File: src/rtl/imm_gen_pipe.sv
// imm_gen_pipe: pipelined RV32I/RV64I immediate generator with a 2-entry output queue.
// Define IMM_PERF_CNT_EN to add the saturating perf_cnt transfer counter.
module imm_gen_pipe #(
    parameter int XLEN  = 64,
    parameter int TAG_W = 5,
    parameter int CNT_W = 32
) (
    input  logic             clk,
    input  logic             rst_n,
    input  logic             in_valid,
    output logic             in_ready,
    input  logic [31:0]      instr,
    input  logic [TAG_W-1:0] in_tag,
    output logic             out_valid,
    input  logic             out_ready,
    output logic [XLEN-1:0]  imm,
    output logic [2:0]       fmt,
    output logic             illegal,
`ifdef IMM_PERF_CNT_EN
    output logic [CNT_W-1:0] perf_cnt,
`endif
    output logic [TAG_W-1:0] out_tag
);
    typedef struct packed {
        logic [XLEN-1:0]  imm;
        logic [2:0]       fmt;
        logic             ill;
        logic [TAG_W-1:0] tag;
    } entry_t;

    entry_t      d, e0, e1;
    logic [1:0]  count;
    logic [6:0]  op;
    logic [2:0]  dfmt;
    logic [31:0] imm32;
    logic        push, pop;

    assign op        = instr[6:0];
    assign in_ready  = count < 2'd2;
    assign out_valid = count != 2'd0;
    assign push      = in_valid && in_ready;
    assign pop       = out_valid && out_ready;
    assign imm       = e0.imm;
    assign fmt       = e0.fmt;
    assign illegal   = e0.ill;
    assign out_tag   = e0.tag;

    always_comb begin
        dfmt  = (op == 7'b0010011 || op == 7'b0000011 || op == 7'b1100111 || op == 7'b0011011) ? 3'd1 :
                (op == 7'b0100011) ? 3'd2 :
                (op == 7'b1100011) ? 3'd3 :
                (op == 7'b0110111 || op == 7'b0010111) ? 3'd4 :
                (op == 7'b1101111) ? 3'd5 :
                (op == 7'b0110011 || op == 7'b0111011) ? 3'd0 : 3'd7;
        imm32 = (dfmt == 3'd1) ? {{20{instr[31]}}, instr[31:20]} :
                (dfmt == 3'd2) ? {{20{instr[31]}}, instr[31:25], instr[11:7]} :
                (dfmt == 3'd3) ? {{19{instr[31]}}, instr[31], instr[7], instr[30:25], instr[11:8], 1'b0} :
                (dfmt == 3'd4) ? {instr[31:12], 12'b0} :
                (dfmt == 3'd5) ? {{11{instr[31]}}, instr[31], instr[19:12], instr[20], instr[30:21], 1'b0} : 32'd0;
        d.imm = XLEN'($signed(imm32));
        d.fmt = dfmt;
        d.ill = dfmt == 3'd7;
        d.tag = in_tag;
    end

    // e0 is always the head; e1 only holds the second entry when two are queued
    always_ff @(posedge clk or negedge rst_n) begin
        if (!rst_n) begin
            count <= '0;
            e0    <= '0;
            e1    <= '0;
        end else begin
            count <= count + 2'(push) - 2'(pop);
            if (push && (count == 2'd0 || (count == 2'd1 && pop)))
                e0 <= d;
            else if (pop)
                e0 <= e1;
            if (push && count == 2'd1 && !pop)
                e1 <= d;
        end
    end

`ifdef IMM_PERF_CNT_EN
    always_ff @(posedge clk or negedge rst_n) begin
        if (!rst_n)
            perf_cnt <= '0;
        else if (pop && !(&perf_cnt))
            perf_cnt <= perf_cnt + 1'b1;
    end
`else
    localparam int unused_cnt_w = CNT_W;
`endif
endmodule
File: config.mk
export PLATFORM = sky130hd
export DESIGN_NAME = imm_gen_pipe
export DESIGN_NICKNAME = d
export VERILOG_FILES = /design/src/rtl/imm_gen_pipe.sv
export SDC_FILE = /design/constraint.sdc
export NUM_CORES = 1
export LEC_CHECK = 0
export CORE_MARGIN = 2
export CORE_UTILIZATION = 45
export CTS_BUF_LIST = sky130_fd_sc_hd__clkbuf_4 sky130_fd_sc_hd__clkbuf_8
export DETAILED_ROUTE_END_ITERATION = 8
export PLACE_DENSITY = 0.79
export SKIP_CTS_REPAIR_TIMING = 1
export SLEW_MARGIN = 0
export SYNTH_ARGS = -nofsm -noshare
export SYNTH_HDL_FRONTEND = slang
export SYNTH_SLANG_ARGS = --single-unit
File: constraint.sdc
create_clock -name clk -period 2.5 [get_ports clk]
set_input_delay 0.375 -clock clk [delete_from_list [all_inputs] [get_ports clk]]
set_output_delay 0.375 -clock clk [all_outputs]
set_load 0.005 [all_outputs]
==> results list, run 1 <==
- Violations in the final reports: hold timing
* Cell types with the largest area share after synthesis: sky130_fd_sc_hd__dfrtp_1 48%, sky130_fd_sc_hd__nand2_1 11%, sky130_fd_sc_hd__buf_4 5.6%
- The number of different library cells used by synthesis comes to 55.
- CTS built an H-tree with a depth of 3.
- In the synthesized netlist, mux cells make up 0% of the area.
* Layout Area Growth over Synthesis: 30.3%
- In this run the static leakage power is 2.42 nW.
* Async set-or-reset flop fraction in the synthesized netlist: 100%
- The die is 103 microns wide.
- Global routing used 22.9% of the available tracks across all layers.
* CP endpoint kind: flop
- The number of clock buffers added by TritonCTS is 9.
- Number of flip-flops and latches in the synthesized netlist: 84
* Clk_skew: 0.0134 ns
* Instance count of the mapped netlist: 492
* Most frequently used flop master after synthesis: sky130_fd_sc_hd__dfrtp_1
- Counting flops with a built-in enable in the synthesized netlist gives 0.
- CTS placed an instance of sky130_fd_sc_hd__clkbuf_8 at the clock tree root.
- The number of max-slew violations in the final report was 0.
- Via-to-Cell Ratio: 5.46
* Power density over the cells: 977 nW/um^2
* Final weighted congestion in routability-driven placement: 0.869
* Clk sinks: 84
- Area share of fa/ha/maj cells after synthesis: 0.797%
- Arrival time at the worst endpoint: 2.39 ns
* RSZ-0062 raised after global routing: false
- Clock share of power: 15.7%
- The post-route netlist has 10.3% of its cells at a drive strength greater than 1.
* Syn Std Cell Area: 4400 sq um
- The first global-routing pass estimated 18.8 mm of wire.
- Largest family of logic cells by synthesized area: simple AND/OR/NAND/NOR gates
* Xor-xnor portion of the synthesized cell area: 0.398%
- Most frequent standard cell in the layout excluding fill and tap cells: sky130_fd_sc_hd__nand2_1
- In this run the worst path has a maximum fanout of 15.
- The number of global-route vias before repair was 3754.
- Clock tree from TritonCTS: built
- Portion of total power attributed to sequential cells: 38.8%
- Number of port buffers: 115
* Count of warnings emitted by yosys: 0
- Setup Total Neg Slack: 0 ns
- Final Hold Violating Endpoints: 9
- Complex-gate fraction of the synthesized area: 19.9%
- Avg Cell Area, Syn: 8.94 sq um
- The number of antenna violations at the first check in global routing came to 0.
* Cell row count: 36
- In this run switching power makes up 34.7% of total power.
- The routed design has 12.1 mm of wire.
- Largest net degree at the start of global routing: 46
- Count of final setup violators: 0
* Routed length per instance: 16.9 microns
* Bufs on Longest Clock Path: 2
* Final routed DRC violation total: 0
- The worst hold path belongs to the class input pin to async pin.
- The worst setup path is of the input pin to flop kind.
* Diode insertion count for antenna repair: 0
- Highest-count cells in the layout ignoring fill and taps: 123 x sky130_fd_sc_hd__nand2_1, 114 x sky130_fd_sc_hd__clkdlybuf4s50_1, 84 x sky130_fd_sc_hd__dfrtp_1
- Post-synthesis sequential area ratio: 47.8%
- The core region is 9640 sq um.
* Die H: 103 microns
* I/O pin count: 116
* Area of the die: 10600 sq um
- For this run, the post-layout net count is 623.
* Internal Dissipation: 3.66 mW
- Clock-pin slew reported for the worst setup and hold paths after clock tree synthesis: 0.09 ns
- The worst setup path is launched from an input pin.
- Starting density of the core: 45.6%
- At the worst endpoint, the required time is 2.78 ns.
- Total nets after synthesis: 535
* Logic gate share of total power: 45.5%
- On the final layout, the worst hold slack is -0.0139 ns.
* Biggest area consumer among synthesized cells: sky130_fd_sc_hd__dfrtp_1
- Count of nets left with antenna violations after detail routing: 0
- Highest clock rate: 472 MHz
- The flow ran to the end, but the final reports show violations.
- First-pass iteration count of the detailed router: 5
* Simple-gate area share of the yosys netlist: 21.9%
- Proportion of netlist area held by the largest area contributor: 47.8%
- In this run, the number of DRC markers left after iteration 0 of detailed routing was 259.
- Measured slew at the worst slew-check pin: 0.804 ns
* Part of the cycle the worst path needs: 84.7%
- Tmin final: 2.12 ns
- Total global routing overflow: 0
- Net switching power figure: 1.94 mW
- HPWL reported at the end of detailed placement: 8.55 mm
- IR analysis of the VDD net gives a maximum drop of 438 uV.
- # Max-Cap Violations: 0
* Vias after detailed routing: 3922
- After filler insertion, the fill cell instance count of the layout stands at 887.
* Insertion delay of the later-clocked pin in the worst-skew pair: 0.36 ns
- Tightest slew margin relative to the limit: 46.4%
==> final timing paths <==
path / from / to / slack (ns) / cells after the start
setup / recovery: instr[4] / e1[27] / 0.38 / 5
hold / removal: rst_n / count[0] / -0.01 / 1
setup reg to reg: count[1] / imm[22] / 0.59 / 4
hold reg to reg: e1[6] / e1[6] / 0.49 / 2
max in group asynchronous: rst_n / e1[6] / 1.89 / 2
min in group clk: e1[6] / e1[6] / 0.49 / 2
==> state kept, by name, summed over array words and instances, names as in the netlist <==
register / flops
count: 2
fmt: 3
imm: 32
out_tag: 5
illegal: 1
e1: 41
==> power groups by stage <==
stage                     logic, mW  registers (mW)  clock network (mW)
after floorplan                1.35            2.20                   0
after global placement         2.46            2.18                   0
after detailed placement       2.56            2.20                   0
after CTS                      2.57            2.17               0.898
after global routing           2.82            2.23               0.946
final                          2.55            2.17               0.878
==> synthesized netlist by cell type (2+ instances only) <==
cell,instances
sky130_fd_sc_hd__nand2_1,123
sky130_fd_sc_hd__dfrtp_1,84
sky130_fd_sc_hd__buf_4,33
sky130_fd_sc_hd__a21oi_1,27
sky130_fd_sc_hd__a22oi_1,19
sky130_fd_sc_hd__clkbuf_1,19
sky130_fd_sc_hd__a31oi_1,17
sky130_fd_sc_hd__and3_1,17
sky130_fd_sc_hd__nor2_1,17
sky130_fd_sc_hd__nand3_1,15
sky130_fd_sc_hd__o31ai_1,13
sky130_fd_sc_hd__o21ai_0,9
sky130_fd_sc_hd__o21ai_1,9
sky130_fd_sc_hd__buf_2,8
sky130_fd_sc_hd__nor3_1,7
sky130_fd_sc_hd__a211oi_1,6
sky130_fd_sc_hd__a222oi_1,6
sky130_fd_sc_hd__inv_1,6
sky130_fd_sc_hd__nor2b_1,6
sky130_fd_sc_hd__and2_1,5
sky130_fd_sc_hd__buf_1,4
sky130_fd_sc_hd__nand2b_1,3
sky130_fd_sc_hd__ha_1,2
sky130_fd_sc_hd__nand4b_1,2
sky130_fd_sc_hd__o211ai_1,2
sky130_fd_sc_hd__o21ai_2,2
sky130_fd_sc_hd__or2_2,2
sky130_fd_sc_hd__xnor2_1,2
==> critical path, stage by stage <==
cell                              delay (ns)
sky130_fd_sc_hd__clkdlybuf4s50_1        0.80
sky130_fd_sc_hd__or3b_1                 0.44
sky130_fd_sc_hd__a211oi_4               0.44
sky130_fd_sc_hd__a22oi_1                0.17
sky130_fd_sc_hd__o21ai_1                0.17
==> final cells by class <==
type                    instances  area (sq um)  share of cell area (%)
clock buffers                   9           124                    2.16
inverters                       7          26.3                   0.459
clock inverters                 7          48.8                   0.852
multi-input cells             336          1900                    33.1
well taps                     133           166                    2.90
flip-flops and latches         84          2100                    36.7
repair buffers                142          1360                    23.8
==> metal layers <==
metal | GRT usage (%) | wire (microns) | vias up
met3 | 2.78 | 601 | 13
met2 | 39.0 | 6130 | 122
met5 | 0 | 0 | -
met4 | 6.58 | 136 | 0
li1 | - | - | 1868
met1 | 31.1 | 5270 | 1919
==> kinds of logic (layout without fill, tap and decap cells) <==
kind of cell | Yosys count | after routing
buffers and inverters | 72 | 165
AO/OA/AOI/OAI | 123 | 123
AND/OR/NAND/NOR | 208 | 208
adder cells (fa/ha/maj) | 3 | 3
flip-flops | 84 | 84
XOR/XNOR | 2 | 2
==> through the flow <==
stage / setup WS, ns / total power [mW] / std cells / util [%] / area, sq um
floorplan: 0.587 / 3.55 / 492 / - / 4400
global placement: 0.134 / 4.64 / 702 / 57.6 / 5560
detailed placement: 0.0184 / 4.76 / 702 / 57.6 / 5560
CTS: 0.404 / 5.64 / 718 / 59.4 / 5730
global route: 0.238 / 6.00 / 718 / 59.4 / 5730
finish: 0.383 / 5.60 / 718 / 59.4 / 5730
Power figures use the tool's default switching activity.
==> run 2: changes to the inputs <==
--- a/config.mk
+++ b/config.mk
@@ -9,7 +9,7 @@
 export CORE_UTILIZATION = 45
 export CTS_BUF_LIST = sky130_fd_sc_hd__clkbuf_4 sky130_fd_sc_hd__clkbuf_8
 export DETAILED_ROUTE_END_ITERATION = 8
-export PLACE_DENSITY = 0.79
+export PLACE_DENSITY = 0.82
 export SKIP_CTS_REPAIR_TIMING = 1
 export SLEW_MARGIN = 0
 export SYNTH_ARGS = -nofsm -noshare
==> constraint.sdc (replaced) <==
create_clock -name clk -period 1.8 [get_ports clk]
set_input_delay 0.27 -clock clk [delete_from_list [all_inputs] [get_ports clk]]
set_output_delay 0.27 -clock clk [all_outputs]
set_load 0.005 [all_outputs]
==> run 2 against run 1 <==
Net effect:
- die area stayed put
- sequential power is 40% higher
- clock skew is 0.0017 ns lower
- largest cell class unchanged
- critical endpoint is now e1[5]
- first-iteration DRC count is 31% higher
- critical path type unchanged
- clock-buffer cell count stayed put
- non-clock buffer count is 36 higher
- worst hold slack better by 0.43 ns
- total power is 45% higher
- combinational power is 51% higher
- the run now ends clean
- clock power is 40% higher
==> results list, run 2 (synthesized netlist as in run 1, its figures left out) <==
* Outcome: finished clean
* First-pass iteration count of the detailed router: 6 (+1)
* Largest net degree at the start of global routing: 39 (-15%)
- Die extent in x: 103 microns (unchanged)
- Tightest slew margin relative to the limit: 67.5% (+21 points)
- The clock-pin slew on the worst setup and hold paths was 0.09 ns (about the same).
* Setup Total Neg Slack: 0 ns (unchanged)
- The critical path data required time came to 2.03 ns (-0.75 ns).
* Total Power Consumption: 8.13 mW (+45%)
- The number of antenna violations at the first check in global routing was 0 (unchanged).
- Largest Register: e1
* Number of H-tree branching levels: 3 (unchanged)
- The number of maximum-capacitance constraint violations was 0 (unchanged).
- Worst Setup Start Kind: input pin
* Area of the die: 10600 sq um (unchanged)
- TritonCTS built the clock tree.
* Library cell used as clock root buffer: sky130_fd_sc_hd__clkbuf_8
- Number of pins with negative max-slew slack in the final report: 0 (unchanged)
- The leftover overflow at the end of global routing came to 0 (unchanged).
* Tmin final: 1.74 ns
* DP Worst Slack: -0.469 ns (-0.488 ns)
* Most frequent standard cell in the layout excluding fill and tap cells: sky130_fd_sc_hd__nand2_1
- The critical path in this run is classified as input pin to flop.
- The slew at the pin closest to its max-slew limit came to 0.488 ns (-0.316 ns).
* Vias after detailed routing: 4230 (+7.9%)
* Routed wire length: 12.8 mm (+5.8%)
- Highest clock rate: 574 MHz
* Floorplan Core Area: 9640 sq um (unchanged)
- In the layout the commonest cells are 123 x sky130_fd_sc_hd__nand2_1, 110 x sky130_fd_sc_hd__clkdlybuf4s50_1, 82 x sky130_fd_sc_hd__dfrtp_1.
- The total of buffers placed on input and output ports is 115 (unchanged).
* Leak pwr: 2.65 nW (+9.5%)
- The final worst hold slack was 0.413 ns (+0.427 ns).
- The tightest min-delay check is of the input pin to async pin type.
- Count of final setup violators: 0 (unchanged)
- The starting density of the core was 45.6% (unchanged).
* Minimum setup slack in the final design: 0.0571 ns (-0.326 ns)
* Post-layout nets: 659 (+5.8%)
- Number of standard cells in the final layout excluding fillers: 754 (+5.0%)
- The count of antenna-violating nets left after detailed routing came to 0 (unchanged).
- The total global-route track usage came to 24.7% (+1.8 points).
* HPWL reported at the end of detailed placement: 9.31 mm (+9.0%)
- The floorplan die height was 103 microns (unchanged).
* Vias in the first global route: 4171 (+11%)
- Initial DRC count: 338 (+31%)
- The hold violation count in the final report came to 0 (-9).
- The I/O pin total is 116 (unchanged).
- Bufs on Longest Clock Path: 2 (unchanged)
* Clock buffers created by TritonCTS: 9 (unchanged)
- Count of filler cells inserted in the layout: 777 (-12%)
- Max FFs per register: 41 (unchanged)
* Placed instance count: 735 (+4.7%)
* Clk sinks: 84 (unchanged)
- Insertion delay of the later-clocked pin in the worst-skew pair: 0.35 ns (about the same)
- From synthesis to final layout, the design area changed by 39.7%.
* Final weighted congestion in routability-driven placement: 0.914 (+5.2%)
* CP endpoint kind: flop
- Power density over the cells: 1320 nW/um^2 (+35%)
- The routed wirelength normalized by instance count is 17.0 microns (+0.77%).
- Part of the cycle the worst path needs: 96.8%
* Share of cells above drive strength 1: 16.4% (+6.2 points)
- Arrival time at the worst endpoint: 1.97 ns (-0.42 ns)
- The number of vias per cell after detailed routing came to 5.61 (+2.7%).
* Highest fanout seen on the critical path: 6 (-9)
- Final routed DRC violation total: 0 (unchanged)
- The diode insertion count for antenna repair is 0 (unchanged).
* Clk_skew: 0.0117 ns (-0.00170 ns)
- The global-route wire length before repair was 20.3 mm (+8.2%).
* Cell row count: 36 (unchanged)
- The maximum vdd ir drop came to 567 uV (+30%).
-- run 2: cell count changes in the layout (fill, tap and decap cells not counted), sizes merged --
cell and delta:
clkinv -1, dlymetal6s2s +4, buf +35, clkdlybuf4s50 -4, inv -2, dlygate4sd3 +1, clkinvlp +3
-- run 2: stage by stage --
step                      utilization (%)  cell area [sq um]
after global routing                 63.7               6140
after detailed placement             61.1               5890
after global placement               61.1               5890
final                                63.7               6140
after floorplan                         -               4410
after CTS                            62.9               6060
-- run 2: power breakdown --
group / leakage [nW] / switching (mW) / internal (mW)
logic: 1.50 / 1.66 / 2.20
clock network: 0.0779 / 0.726 / 0.505
registers: 1.07 / 0.435 / 2.61
-- run 2: path summary, 6_finish.rpt --
| kind | endpoint | slack [ns] | cells past startpoint | from |
|---|---|---|---|---|
| min in group clk | e1[6] | 0.45 | 3 | instr[6] |
| max in group asynchronous | imm[5] | 0.81 | 3 | rst_n |
| hold / removal | count[0] | 0.41 | 2 | rst_n |
| hold reg to reg | e1[7] | 0.48 | 2 | e1[7] |
| setup / recovery | e1[5] | 0.06 | 7 | instr[5] |
| setup reg to reg | count[1] | 0.10 | 8 | count[1] |
-- run 2: worst max-delay path: stages --
cell and delay [ns]:
sky130_fd_sc_hd__clkdlybuf4s50_1 0.53, sky130_fd_sc_hd__buf_4 0.16, sky130_fd_sc_hd__or4b_4 0.49, sky130_fd_sc_hd__nor2_4 0.21, sky130_fd_sc_hd__buf_4 0.14, sky130_fd_sc_hd__buf_4 0.10
sky130_fd_sc_hd__o31ai_1 0.07
-- run 2: cell type report --
class | instances | area [sq um] | area share (%)
Sequential cell | 84 | 2100 | 34.3
Multi-Input combinational cell | 336 | 1940 | 31.5
Inverter | 7 | 26.3 | 0.428
Clock buffer | 9 | 124 | 2.02
Timing Repair Buffer | 178 | 1730 | 28.2
Tap cell | 133 | 166 | 2.71
Clock inverter | 7 | 52.6 | 0.855
-- run 2: routing by layer --
| metal | vias up | GRT usage, % | share of wire, % |
|---|---|---|---|
| li1 | 1945 | - | - |
| met1 | 2053 | 32.2 | 40 |
| met2 | 199 | 41.5 | 51 |
| met3 | 33 | 3.59 | 6.7 |
| met4 | 0 | 10.1 | 2.6 |
| met5 | - | 0 | 0 |
